### src/rtl/pc_ifid_stage.sv
// pc_ifid_stage: program counter and IF/ID pipeline register with stall, flush and statistics
module pc_ifid_stage #(
  parameter logic [31:0] RESET_PC  = 32'h0000_0000,
  parameter logic [31:0] NOP_INSTR = 32'h0000_0000,
  parameter int          CNT_W     = 16
) (
  input  logic             clock,
  input  logic             reset,
  input  logic [31:0]      somador_pc_plus_4,
  input  logic [31:0]      somador_branch_out,
  input  logic             branch_taken,
  input  logic             stall,
  input  logic [31:0]      instruction_in,
  output logic [31:0]      current_instruction_address,
  output logic [31:0]      somador_pc_plus_4_if_id,
  output logic [31:0]      instruction_if_id,
  output logic             valid_if_id,
  output logic             pc_misaligned,
  output logic [CNT_W-1:0] flush_count,
  output logic [CNT_W-1:0] stall_count
);
  typedef enum logic [1:0] {RUN, STALL, REDIRECT} state_t;
  state_t state, state_next;
  logic redirect;
  assign redirect = !stall && branch_taken;
  // next state: stall dominates, then redirect, otherwise normal fetch
  always_comb begin
    state_next = state;
    state_next = stall ? STALL : (branch_taken ? REDIRECT : RUN);
  end
  // state register
  always_ff @(posedge clock) begin
    if (reset) state <= RUN;
    else       state <= state_next;
  end
  // PC, IF/ID fields and misalignment pulse
  always_ff @(posedge clock) begin
    if (reset) begin
      current_instruction_address <= RESET_PC;
      instruction_if_id           <= NOP_INSTR;
      somador_pc_plus_4_if_id     <= '0;
      valid_if_id                 <= 1'b0;
      pc_misaligned               <= 1'b0;
    end else begin
      pc_misaligned <= redirect && (somador_branch_out[1:0] != 2'b00);
      if (redirect) begin
        current_instruction_address <= {somador_branch_out[31:2], 2'b00};
        instruction_if_id           <= NOP_INSTR;
        somador_pc_plus_4_if_id     <= '0;
        valid_if_id                 <= 1'b0;
      end else if (!stall) begin
        current_instruction_address <= somador_pc_plus_4;
        instruction_if_id           <= instruction_in;
        somador_pc_plus_4_if_id     <= somador_pc_plus_4;
        valid_if_id                 <= 1'b1;
      end
    end
  end
  // saturating flush and stall statistics
  always_ff @(posedge clock) begin
    if (reset) begin
      flush_count <= '0;
      stall_count <= '0;
    end else begin
      if (redirect && !(&flush_count)) flush_count <= flush_count + 1'b1;
      if (stall && !(&stall_count))    stall_count <= stall_count + 1'b1;
    end
  end
endmodule

### config.mk
export PLATFORM = sky130hd
export DESIGN_NAME = pc_ifid_stage
export DESIGN_NICKNAME = d
export VERILOG_FILES = /design/src/rtl/pc_ifid_stage.sv
export SDC_FILE = /design/constraint.sdc
export NUM_CORES = 1
export LEC_CHECK = 0
export BUFFER_PORTS_ARGS = -buffer_cell sky130_fd_sc_hd__buf_2
export CORE_UTILIZATION = 30
export CTS_BUF_LIST = sky130_fd_sc_hd__clkbuf_8
export CTS_CLUSTER_DIAMETER = 150
export DETAILED_ROUTE_END_ITERATION = 7
export MAX_ROUTING_LAYER = met4
export PLACE_DENSITY = 0.58
export SLEW_MARGIN = 0
export SYNTH_ARGS = -nofsm -noshare
export SYNTH_HDL_FRONTEND = slang
export SYNTH_SLANG_ARGS = --single-unit
### constraint.sdc
create_clock -name clock -period 1.79 [get_ports clock]
set_input_delay 0.179 -clock clock [delete_from_list [all_inputs] [get_ports clock]]
set_output_delay 0.179 -clock clock [all_outputs]
set_load 0.02 [all_outputs]
# [Word level (Yosys, flattened, before mapping)]
# Index checks and enable logic that the tools add are counted.
[classes] add_sub_neg=2 mul=0 n_div=0 order_cmp=0 eq_ne=1 shifts=0 mux=2 n_bitwise=0 reduce_logical=11
[ops] operator="$mux W32" count=2
[ops] operator="$add A16 B1 Y16 const B" count=2
[ops] operator="$reduce_and A16 Y1" count=2
[ops] operator="$logic_and A1 B1 Y1" count=4
[ops] operator="$logic_not A1 Y1" count=3
[ops] operator="$ne A2 B1 Y1 const B" count=1
[ops] operator="$reduce_bool A2 Y1" count=1
[ops] operator="$reduce_or A2 Y1" count=1
[totals] register_bits=130 latch_bits=0 ramBits=0 romBits=0 in_bits=100 output_inout_bits=130 wordCells=24 mem_count=0

# [Depth between registers and ports, before layout]
# Gate-level depths: netlist (run 1).
[logic_depth] depth_word=3 depth_mapped=7 mapped_depth_nobuf=5

# [Worst setup path before layout (run 1)]
# OpenSTA, ideal clock, no wires.
[synth_timing] path_kind="register to register" startpoint="reg stall_count[0]" endpoint="reg stall_count[1]" setup_ns=0.128 t_arrival_ns=1.887 required_ns=1.662 path_slack_ns=-0.224 stages_incl_launch_ff=8 path_buffers=2 period_less_slack_ns=2.014 cell_sequence="dfxtp_1 > ha_1 > nand4_1 > o41ai_1 > buf_2 > buf_4 > mux2i_1 > nor2_1"
[synth_via] elab_chain_len=3 elab_cells_between_ends=4 cone_classes="1 x add/sub; 3 x reduce/logical"
[synth_rtl] element="start, declared" line_no="20" source="output logic [CNT_W-1:0] stall_count"
[synth_rtl] element="start signal, assigned" line_no="66" source="if (stall && !(&stall_count)) stall_count <= stall_count + 1'b1;"
[synth_rtl] element="branches (longest 3 deep; another with $add A16 B1 Y16)"
# Several ways; the timed one is not identified.
# A chain may end at the register's enable or synchronous reset.

# [Final worst setup path (run 1)]
[layout_timing] startpoint="reg flush_count[8]" endpoint="reg flush_count[1]"
[layout_via] elab_chain_len=3
[layout_rtl] element="start, declared" line_no="19" source="output logic [CNT_W-1:0] flush_count,"
[layout_rtl] element="start signal, assigned" line_no="65" source="if (redirect && !(&flush_count)) flush_count <= flush_count + 1'b1;"
[layout_rtl] element="$reduce_and A16 Y1" line_no="65"
[layout_rtl] element="$logic_not A1 Y1" line_no="65"
[layout_rtl] element="$logic_and A1 B1 Y1" line_no="65"
# Every way passes these cells.

==> results of run 1 <==
==> where the power goes <==
group          switching [W]  internal (W)
sequential         0.0000629       0.00297
combinational       0.000528      0.000448
clock                0.00114       0.00162
==> cells in the mapped netlist (2+ instances only) <==
master,number
a21oi_1,55
and3_1,4
buf_1,3
buf_2,3
buf_4,3
clkbuf_1,25
clkbuf_8,3
dfxtp_1,128
ha_1,2
inv_1,6
mux2i_1,96
nand2_1,11
nand3_1,7
nand4_1,9
nor2_1,133
nor2b_1,2
nor3_1,2
nor4_1,3
o21ai_0,14
o31ai_1,10
or3_1,12
or4_1,10
xor2_1,3
==> state kept, by name (all words and copies together), names as in the netlist <==
name,count
current_instruction_address,31
flush_count,16
instruction_if_id,32
pc_misaligned,1
somador_pc_plus_4_if_id,31
stall_count,16
valid_if_id,1
==> stage by stage <==
| step | power, W | utilization (%) | worst slack, ps | TNS, ps |
|---|---|---|---|---|
| 3_5_place_dp | 0.00396 | 40.5 | -70.1 | -143 |
| 2_1_floorplan | 0.00362 | - | -4.40 | -4.40 |
| 3_3_place_gp | 0.00395 | 40.5 | -21.2 | -24.7 |
| 4_1_cts | 0.00686 | 47.0 | -23.0 | -23.0 |
| 5_1_grt | 0.00712 | 47.7 | -68.5 | -213 |
| 6_report | 0.00676 | 47.7 | 48.5 | 0 |
==> worst register-to-register path: stages, from the launching register on <==
cell     delay, ps
dfxtp_4        370
nand4_1        210
o41ai_4        560
buf_4          230
mux2i_1        180
nor2_1          50
==> routing by layer <==
layer	track usage [%]	vias to the layer above	share of wire, %
li1	-	2615	-
met2	28.5	169	49
met4	6.12	0	1.5
met5	-	-	0
met3	5.14	18	4.3
met1	20.9	2338	45
==> repair_timing <==
action	in CTS	in global routing
setup buffers	1	7
hold buffers	66	0
gates resized for setup	0	12
endpoints found under the setup margin	3	9
pin swaps	3	8
hold endpoints to repair	65	0
==> cell usage in the layout (no fill, tap or decap), drive strengths merged <==
cell         synthesis  final
a211oi               1      1
a21oi               55     55
a31oi                1      1
and2                 1      1
and3                 4      4
and4                 2      2
buf                  9    271
bufinv               0      4
clkbuf              28     20
clkinv               0      2
clkinvlp             0      1
dfxtp              128    128
dlygate4sd3          0     66
ha                   2      2
inv                  6     11
mux2                 1      1
mux2i               96     96
nand2               11     11
nand2b               2      2
nand3                7      7
nand4               10     10
nand4bb              1      1
nor2               133    133
nor2b                2      2
nor3                 2      2
nor3b                1      1
nor4                 3      3
o2111ai              1      1
o21ai               14     14
o21ba                1      1
o31a                 1      1
o31ai               10     10
o41ai                2      2
or3                 13     13
or4                 12     12
xor2                 3      3
==> cell type report <==
type | instances | area, um^2
timing repair buffer | 337 | 2150
clock buffer | 20 | 275
inverter | 6 | 22.5
multi-input combinational | 392 | 2530
fill | 1678 | 8800
sequential | 128 | 2600
clock inverter | 12 | 164
tap | 220 | 275
==> final timing paths <==
path                            slack [ps]            from        endpoint  cells past startpoint
worst max register to register          50  flush_count[8]  flush_count[1]                      5
worst max-delay path                    50  flush_count[8]  flush_count[1]                      5
worst min register to register         450     valid_if_id     valid_if_id                      2
worst min-delay path                    60    branch_taken   pc_misaligned                      3
==> kinds of logic after synthesis <==
group | Yosys count | share of synthesized area [%]
AND/OR/NAND/NOR | 204 | 18.2
adder cells (fa/ha/maj) | 2 | 0.478
XOR/XNOR | 3 | 0.502
multiplexers | 97 | 18.6
flip-flops | 128 | 49.0
AO/OA/AOI/OAI | 86 | 9.30
buffers and inverters | 43 | 3.95
==> flow_summary.ini, run 1 <==
[clock_network]
htreeDepth = 4
cts_tree = yes
cts_inserted_buffers = 17
worst_skew_pair.late_latency_ps = 430
cts.reportedPaths.clkPinSlew_ps = 80
clock-sinks = 128
clockRootBuffer = clkbuf_8
clock_path_buffers = 2

[sta]
tightestPinTransition_ps = 925
rsz0062_at_grt = yes
fmax_ghz = 0.574
period_share_pct = 97.3
max_slew_margin_pct = 38.3
setup_viol = 0
whs_ps = 60.6
clock_skew_ps = 12.2
min_period_ps = 1740
hold_violations = 0
final_max_slew_viol_count = 0

[synthesis]
syn_nets = 665
yosysSeqAreaShare_pct = 49.0
synth_area_mm2 = 0.00523
synth-edff-count = 0
ys_types = 42
synthArstFlopShare_pct = 0
yosys_warnings = 0
synth_ff_type = dfxtp_1
synth_top_area_cell = dfxtp_1
synth_area_per_cell_um2 = 9.29
synth_area_leaders = dfxtp_1 (49%), mux2i_1 (18%), nor2_1 (9.5%)
syn_inst = 563
ys_seq_elements = 128
synth_top_area_share_pct = 49.0

[routing]
firstDrtPassIters = 4
routed_wl_um = 15100
num_vias = 5140
routedWlPerCell_um = 13.5
drc_errors = 0
detail-route-antenna-nets = 0
via_per_inst = 4.61
initialDrtViolationCount = 212

[global_routing]
grt_pass1_wl_um = 24200
antenna_found_initial = 0
grt_overflow = 0
grt_max_degree = 66
grt_pass1_vias = 4955
grtUsageTotal_pct = 17.7

[run]
drv_cap = 0

[layout]
drive_gt1_share_pct = 37.5
area_growth_syn_to_layout_pct = 53.3
n_antenna_cell = 0
stdcell_count = 1115
stdcell_area_mm2 = 0.00802
final_nets = 984

[placement]
portBuffers = 229
dp.cells = 1009
hpwl_um = 9900
dpl_cell_area_mm2 = 0.00681
gp_congestion = 0.779

[floorplan]
die_w_um = 134
ioPinCount = 230
num_rows = 47
die_h_um = 134
start_util_pct = 31.1
dieArea_mm2 = 0.0180
coreArea_mm2 = 0.0168

[power_and_ir_drop]
p_leak_nw = 3.92
powerDensity_mw_per_mm2 = 843
ir_drop_uv = 613

[hold_path]
hold_class = in2reg

[worst_setup_path]
worst-setup-path-type = reg2reg
worst_setup_path_start_kind = flip-flop
crit_path_top_delay_cell = o41ai_4
critical_path_required_ps = 2090
worstPathCellList = nand4_1, o41ai_4, buf_4, mux2i_1, nor2_1
path_max_fanout = 7
max_stage_delay_ps = 560
cp_data_arrival_time_ps = 2040
endpoint_kind = flip-flop
cp_top_family = compound AO/OA/AOI/OAI gates
crit_buf_inv = 1

[outcome]
status = finished clean
Power figures use the tool's default switching activity.
==> run 2, diff against run 1 <==
--- a/config.mk
+++ b/config.mk
@@ -10,8 +10,10 @@
 export CTS_BUF_LIST = sky130_fd_sc_hd__clkbuf_8
 export CTS_CLUSTER_DIAMETER = 150
 export DETAILED_ROUTE_END_ITERATION = 7
+export HOLD_SLACK_MARGIN = 0.1
 export MAX_ROUTING_LAYER = met4
-export PLACE_DENSITY = 0.58
+export PLACE_DENSITY = 0.56
+export RECOVER_POWER = 50
 export SLEW_MARGIN = 0
 export SYNTH_ARGS = -nofsm -noshare
 export SYNTH_HDL_FRONTEND = slang
==> constraint.sdc (replaced) <==
create_clock -name clock -period 2.15 [get_ports clock]
set_input_delay 0.215 -clock clock [delete_from_list [all_inputs] [get_ports clock]]
set_output_delay 0.215 -clock clock [all_outputs]
set_load 0.02 [all_outputs]
==> run 2 against run 1 <==
Net effect: the flow now finishes with violations (capacitance limit, slew limit); sequential power shrank 17%; cell count shrank 2.0%; power decreased by 17%; largest cell class unchanged; worst setup slack gained 170 ps; largest power group unchanged; critical path type unchanged; register-to-register slack better by 170 ps.
==> flow_summary.ini, run 2 (synthesized netlist as in run 1, its figures left out) <==
[sta]
final_max_slew_viol_count = 126
timing.final.ws_setup_ps = 223
fmax_ghz = 0.519
whs_ps = 133
clock_skew_ps = 10.5
setup_tns_ps = 0
period_share_pct = 89.6
setup_viol = 0
tightestPinTransition_ps = 1830
max_slew_margin_pct = -21.8
rsz0062_at_grt = no
hold_violations = 0
min_period_ps = 1930

[hold_path]
hold_class = in2reg

[placement]
hpwl_um = 9750
portBuffers = 229
dpl_cell_area_mm2 = 0.00661
gp_congestion = 0.796
pre_cts_ws_ps = 277

[clock_network]
clockRootBuffer = clkbuf_8
clock-sinks = 128
cts.repair.resized = 0
cts_inserted_buffers = 17
clock_path_buffers = 2
cts.reportedPaths.clkPinSlew_ps = 80
cts_setup_buffers = 0
worst_skew_pair.late_latency_ps = 440
cts_tree = yes
postCtsHoldBufs = 74
htreeDepth = 4

[layout]
final_nets = 962
n_antenna_cell = 0
drive_gt1_share_pct = 28.5
final_common_cell = buf_2
top_register = instruction_if_id
largest_register_ffs = 32
seqCellArea_mm2 = 0.00256
final_core_util_pct = 45.9
stdcell_area_mm2 = 0.00772
top_regs = instruction_if_id (32), current_instruction_address (31), somador_pc_plus_4_if_id (31)
fill_cells = 1690
multi_input_area_mm2 = 0.00247
final_cell_mix = buf_2 (194), nor2_1 (133), dfxtp_1 (128), mux2i_1 (96), dlygate4sd3_1 (74)
area_growth_syn_to_layout_pct = 47.6

[routing]
via_per_inst = 4.66
routed_wl_um = 14900
drc_errors = 0
initialDrtViolationCount = 205
detail-route-antenna-nets = 0
firstDrtPassIters = 4
routedWlPerCell_um = 13.7
num_vias = 5095

[global_routing]
grt_pass1_wl_um = 23700
grt_max_degree = 126
grt_pass1_vias = 4823
grtUsageTotal_pct = 17.2
antenna_found_initial = 0
grt_overflow = 0

[floorplan]
die_w_um = 134
ioPinCount = 230
coreArea_mm2 = 0.0168
start_util_pct = 31.1
num_rows = 47
die_h_um = 134
dieArea_mm2 = 0.0180

[power_and_ir_drop]
powerDensity_mw_per_mm2 = 725
clockPowerShare_pct = 40.3
p_int_w = 0.00404
power_switching_share_pct = 27.7
combinationalPowerShare_pct = 14.5
p_leak_nw = 3.63
p_sw_w = 0.00155
ir_drop_uv = 388
seq_power_share_pct = 45.2

[worst_setup_path]
worst-setup-path-type = reg2reg
cp_data_arrival_time_ps = 2310
endpoint_kind = flip-flop
worst_setup_path_start_kind = flip-flop
critical_path_required_ps = 2530
path_max_fanout = 8

[outcome]
violations = capacitance limit, slew limit
status = finished, violations left

[run]
drv_cap = 1
## run 2: cell types whose count changed in the layout (fill, tap and decap cells not counted), moves of 4 or more
| cell | delta |
|---|---|
| dlygate4sd3_1 | +8 |
| dfxtp_2 | -12 |
| buf_2 | -34 |
| dfxtp_1 | +17 |
| inv_6 | +4 |
| dfxtp_4 | -5 |
| buf_4 | -30 |
| clkinv_4 | +4 |
| clkbuf_1 | +34 |
## run 2: layout make-up
class / instances / share of cell area, %
clock inverter: 14 / 2.30
multi-input combinational: 392 / 32.0
tap: 220 / 3.57
sequential: 128 / 33.2
timing repair buffer: 315 / 25.4
inverter: 6 / 0.292
clock buffer: 18 / 3.21
## run 2: worst paths after layout
path         slack, ps                   start  cells after the start                              end
max                220          flush_count[4]                      4                  flush_count[13]
min                130  somador_branch_out[12]                      5  current_instruction_address[12]
max reg2reg        220          flush_count[4]                      4                  flush_count[13]
min reg2reg        460             valid_if_id                      2                      valid_if_id
## run 2: power groups by stage
stage,logic (W),registers [W],clock network [W]
floorplan,0.000308,0.00271,0
global placement,0.000714,0.00258,0
detailed placement,0.000717,0.00258,0
CTS,0.000821,0.00253,0.00234
global route,0.000886,0.00254,0.00244
finish,0.000813,0.00253,0.00225
## run 2: layer usage
metal  up-vias  GRT usage, %  part of all wire, %
li1       2574             -                    -
met1      2358          19.9                   44
met2       137          28.1                   48
met3        26          4.84                  5.0
met4         0          7.05                  2.3
met5         -             -                    0
## run 2: critical path: stages (launching register included)
cell and delay [ps]:
dfxtp_1 460, nand4_2 180, or4_4 560, or4_1 530, a21oi_1 150
## run 2: through the flow
stage | total power, W | instances
2_1_floorplan | 0.00302 | 563
3_3_place_gp | 0.00329 | 987
3_5_place_dp | 0.00330 | 987
4_1_cts | 0.00568 | 1093
5_1_grt | 0.00586 | 1093
6_report | 0.00559 | 1093
==> run 3, diff against run 2 <==
--- a/config.mk
+++ b/config.mk
@@ -14,6 +14,7 @@
 export MAX_ROUTING_LAYER = met4
 export PLACE_DENSITY = 0.56
 export RECOVER_POWER = 50
+export REMOVE_ABC_BUFFERS = 1
 export SLEW_MARGIN = 0
 export SYNTH_ARGS = -nofsm -noshare
 export SYNTH_HDL_FRONTEND = slang
==> run 3 against run 2 <==
Net effect: the run now ends clean; register-to-register slack is essentially flat; cell area fell by 1.8%; largest power group unchanged; critical path type is now in2reg; cell count shrank 0.37%; critical endpoint is now pc_misaligned.
==> flow_summary.ini, run 3 (synthesized netlist as in run 1, its figures left out) <==
[power_and_ir_drop]
p_int_w = 0.00420
ir_drop_uv = 550
seq_power_share_pct = 44.2
powerDensity_mw_per_mm2 = 755
power_switching_share_pct = 26.6
p_leak_nw = 3.26
clockPowerShare_pct = 42.4
p_sw_w = 0.00152
p_total_w = 0.00572
combinationalPowerShare_pct = 13.4

[clock_network]
clock_path_buffers = 2
cts.repair.resized = 0
cts_tree = yes
cts.reportedPaths.clkPinSlew_ps = 90
cts_setup_buffers = 0
clock-sinks = 128
htreeDepth = 4
worst_skew_pair.late_latency_ps = 430
cts_inserted_buffers = 17
postCtsHoldBufs = 68
clockRootBuffer = clkbuf_8

[routing]
drc_errors = 0
num_vias = 5073
detail-route-antenna-nets = 0
initialDrtViolationCount = 143
routed_wl_um = 14600
firstDrtPassIters = 4
via_per_inst = 4.66
routedWlPerCell_um = 13.4

[sta]
clock_skew_ps = 7.47
final_max_slew_viol_count = 0
setup_viol = 0
tightestPinTransition_ps = 878
fmax_ghz = 0.503
min_period_ps = 1990
rsz0062_at_grt = no
max_slew_margin_pct = 41.4
hold_violations = 0
period_share_pct = 92.5

[placement]
gp_congestion = 0.784
hpwl_um = 9750
portBuffers = 229

[worst_setup_path]
endpoint_kind = flip-flop
path_max_fanout = 4
worst-setup-path-type = in2reg
worst_setup_path_start_kind = primary input
critical_path_required_ps = 2530
cp_data_arrival_time_ps = 2370

[layout]
final_common_cell = nor2_1
drive_gt1_share_pct = 19.0
top_regs = instruction_if_id (32), current_instruction_address (31), somador_pc_plus_4_if_id (31)
final_nets = 958
final_core_util_pct = 45.1
top_register = instruction_if_id
area_growth_syn_to_layout_pct = 44.8
n_antenna_cell = 0
final_cell_mix = nor2_1 (133), dfxtp_1 (128), clkbuf_1 (120), buf_2 (109), mux2i_1 (96)
fill_cells = 1745
largest_register_ffs = 32

[outcome]
status = finished clean

[global_routing]
grt_pass1_wl_um = 23400
grt_max_degree = 64
grt_overflow = 0
grtUsageTotal_pct = 16.9
antenna_found_initial = 0
grt_pass1_vias = 4913

[floorplan]
ioPinCount = 230
die_h_um = 134
dieArea_mm2 = 0.0180
num_rows = 47
start_util_pct = 31.1
die_w_um = 134
coreArea_mm2 = 0.0168

[run]
drv_cap = 0

[hold_path]
hold_class = in2reg
## run 3: changes by cell type in the layout (fill, tap and decap cells not counted), sizes merged
cell         delta
dlygate4sd3     -6
bufinv          +2
clkinvlp        +1
buf            -84
inv             -1
clkinv          -1
clkbuf         +85
## run 3: cell type report
type	instances	area [um^2]	area share, %
multi-input combinational	392	2470	32.6
clock buffer	17	234	3.09
sequential	128	2560	33.8
timing repair buffer	311	1780	23.5
tap	220	275	3.63
clock inverter	15	231	3.05
inverter	6	22.5	0.297
## run 3: final timing paths
kind / start / endpoint / slack, ps / cells past startpoint
worst max-delay path: stall / pc_misaligned / 160 / 6
worst max register to register: flush_count[5] / flush_count[15] / 230 / 4
worst min register to register: valid_if_id / valid_if_id / 450 / 2
worst min-delay path: somador_branch_out[12] / current_instruction_address[12] / 130 / 5
## run 3: power groups by stage
stage | sequential, W | combinational (W) | clock (W)
after detailed placement | 0.00258 | 0.000706 | 0
after global routing | 0.00254 | 0.000841 | 0.00259
final | 0.00253 | 0.000768 | 0.00243
after CTS | 0.00253 | 0.000801 | 0.00251
after global placement | 0.00258 | 0.000703 | 0
after floorplan | 0.00271 | 0.000224 | 0
## run 3: stage by stage
stage / instance area (um^2) / setup slack, ps / std cells / hold slack [ps] / setup TNS, ps
2_1_floorplan: 5050 / -775 / 526 / 284 / -8630
3_3_place_gp: 6590 / 280 / 989 / 434 / 0
3_5_place_dp: 6590 / 262 / 989 / 440 / 0
4_1_cts: 7740 / 211 / 1089 / 103 / 0
5_1_grt: 7580 / 94.7 / 1089 / 129 / 0
6_report: 7580 / 162 / 1089 / 134 / 0
## run 3: worst max-delay path, stage by stage
cell	delay, ps
dlygate4sd3_1	540
clkbuf_1	150
nand2b_4	180
dlygate4sd3_1	550
nor3_1	160
dlygate4sd3_1	570
## run 3: layer usage
| layer | up-vias | track usage, % | wire (um) |
|---|---|---|---|
| met5 | - | - | 0 |
| met4 | 0 | 5.24 | 193 |
| met3 | 16 | 5.40 | 966 |
| met2 | 170 | 27.9 | 6900 |
| met1 | 2328 | 19.4 | 6570 |
| li1 | 2559 | - | - |
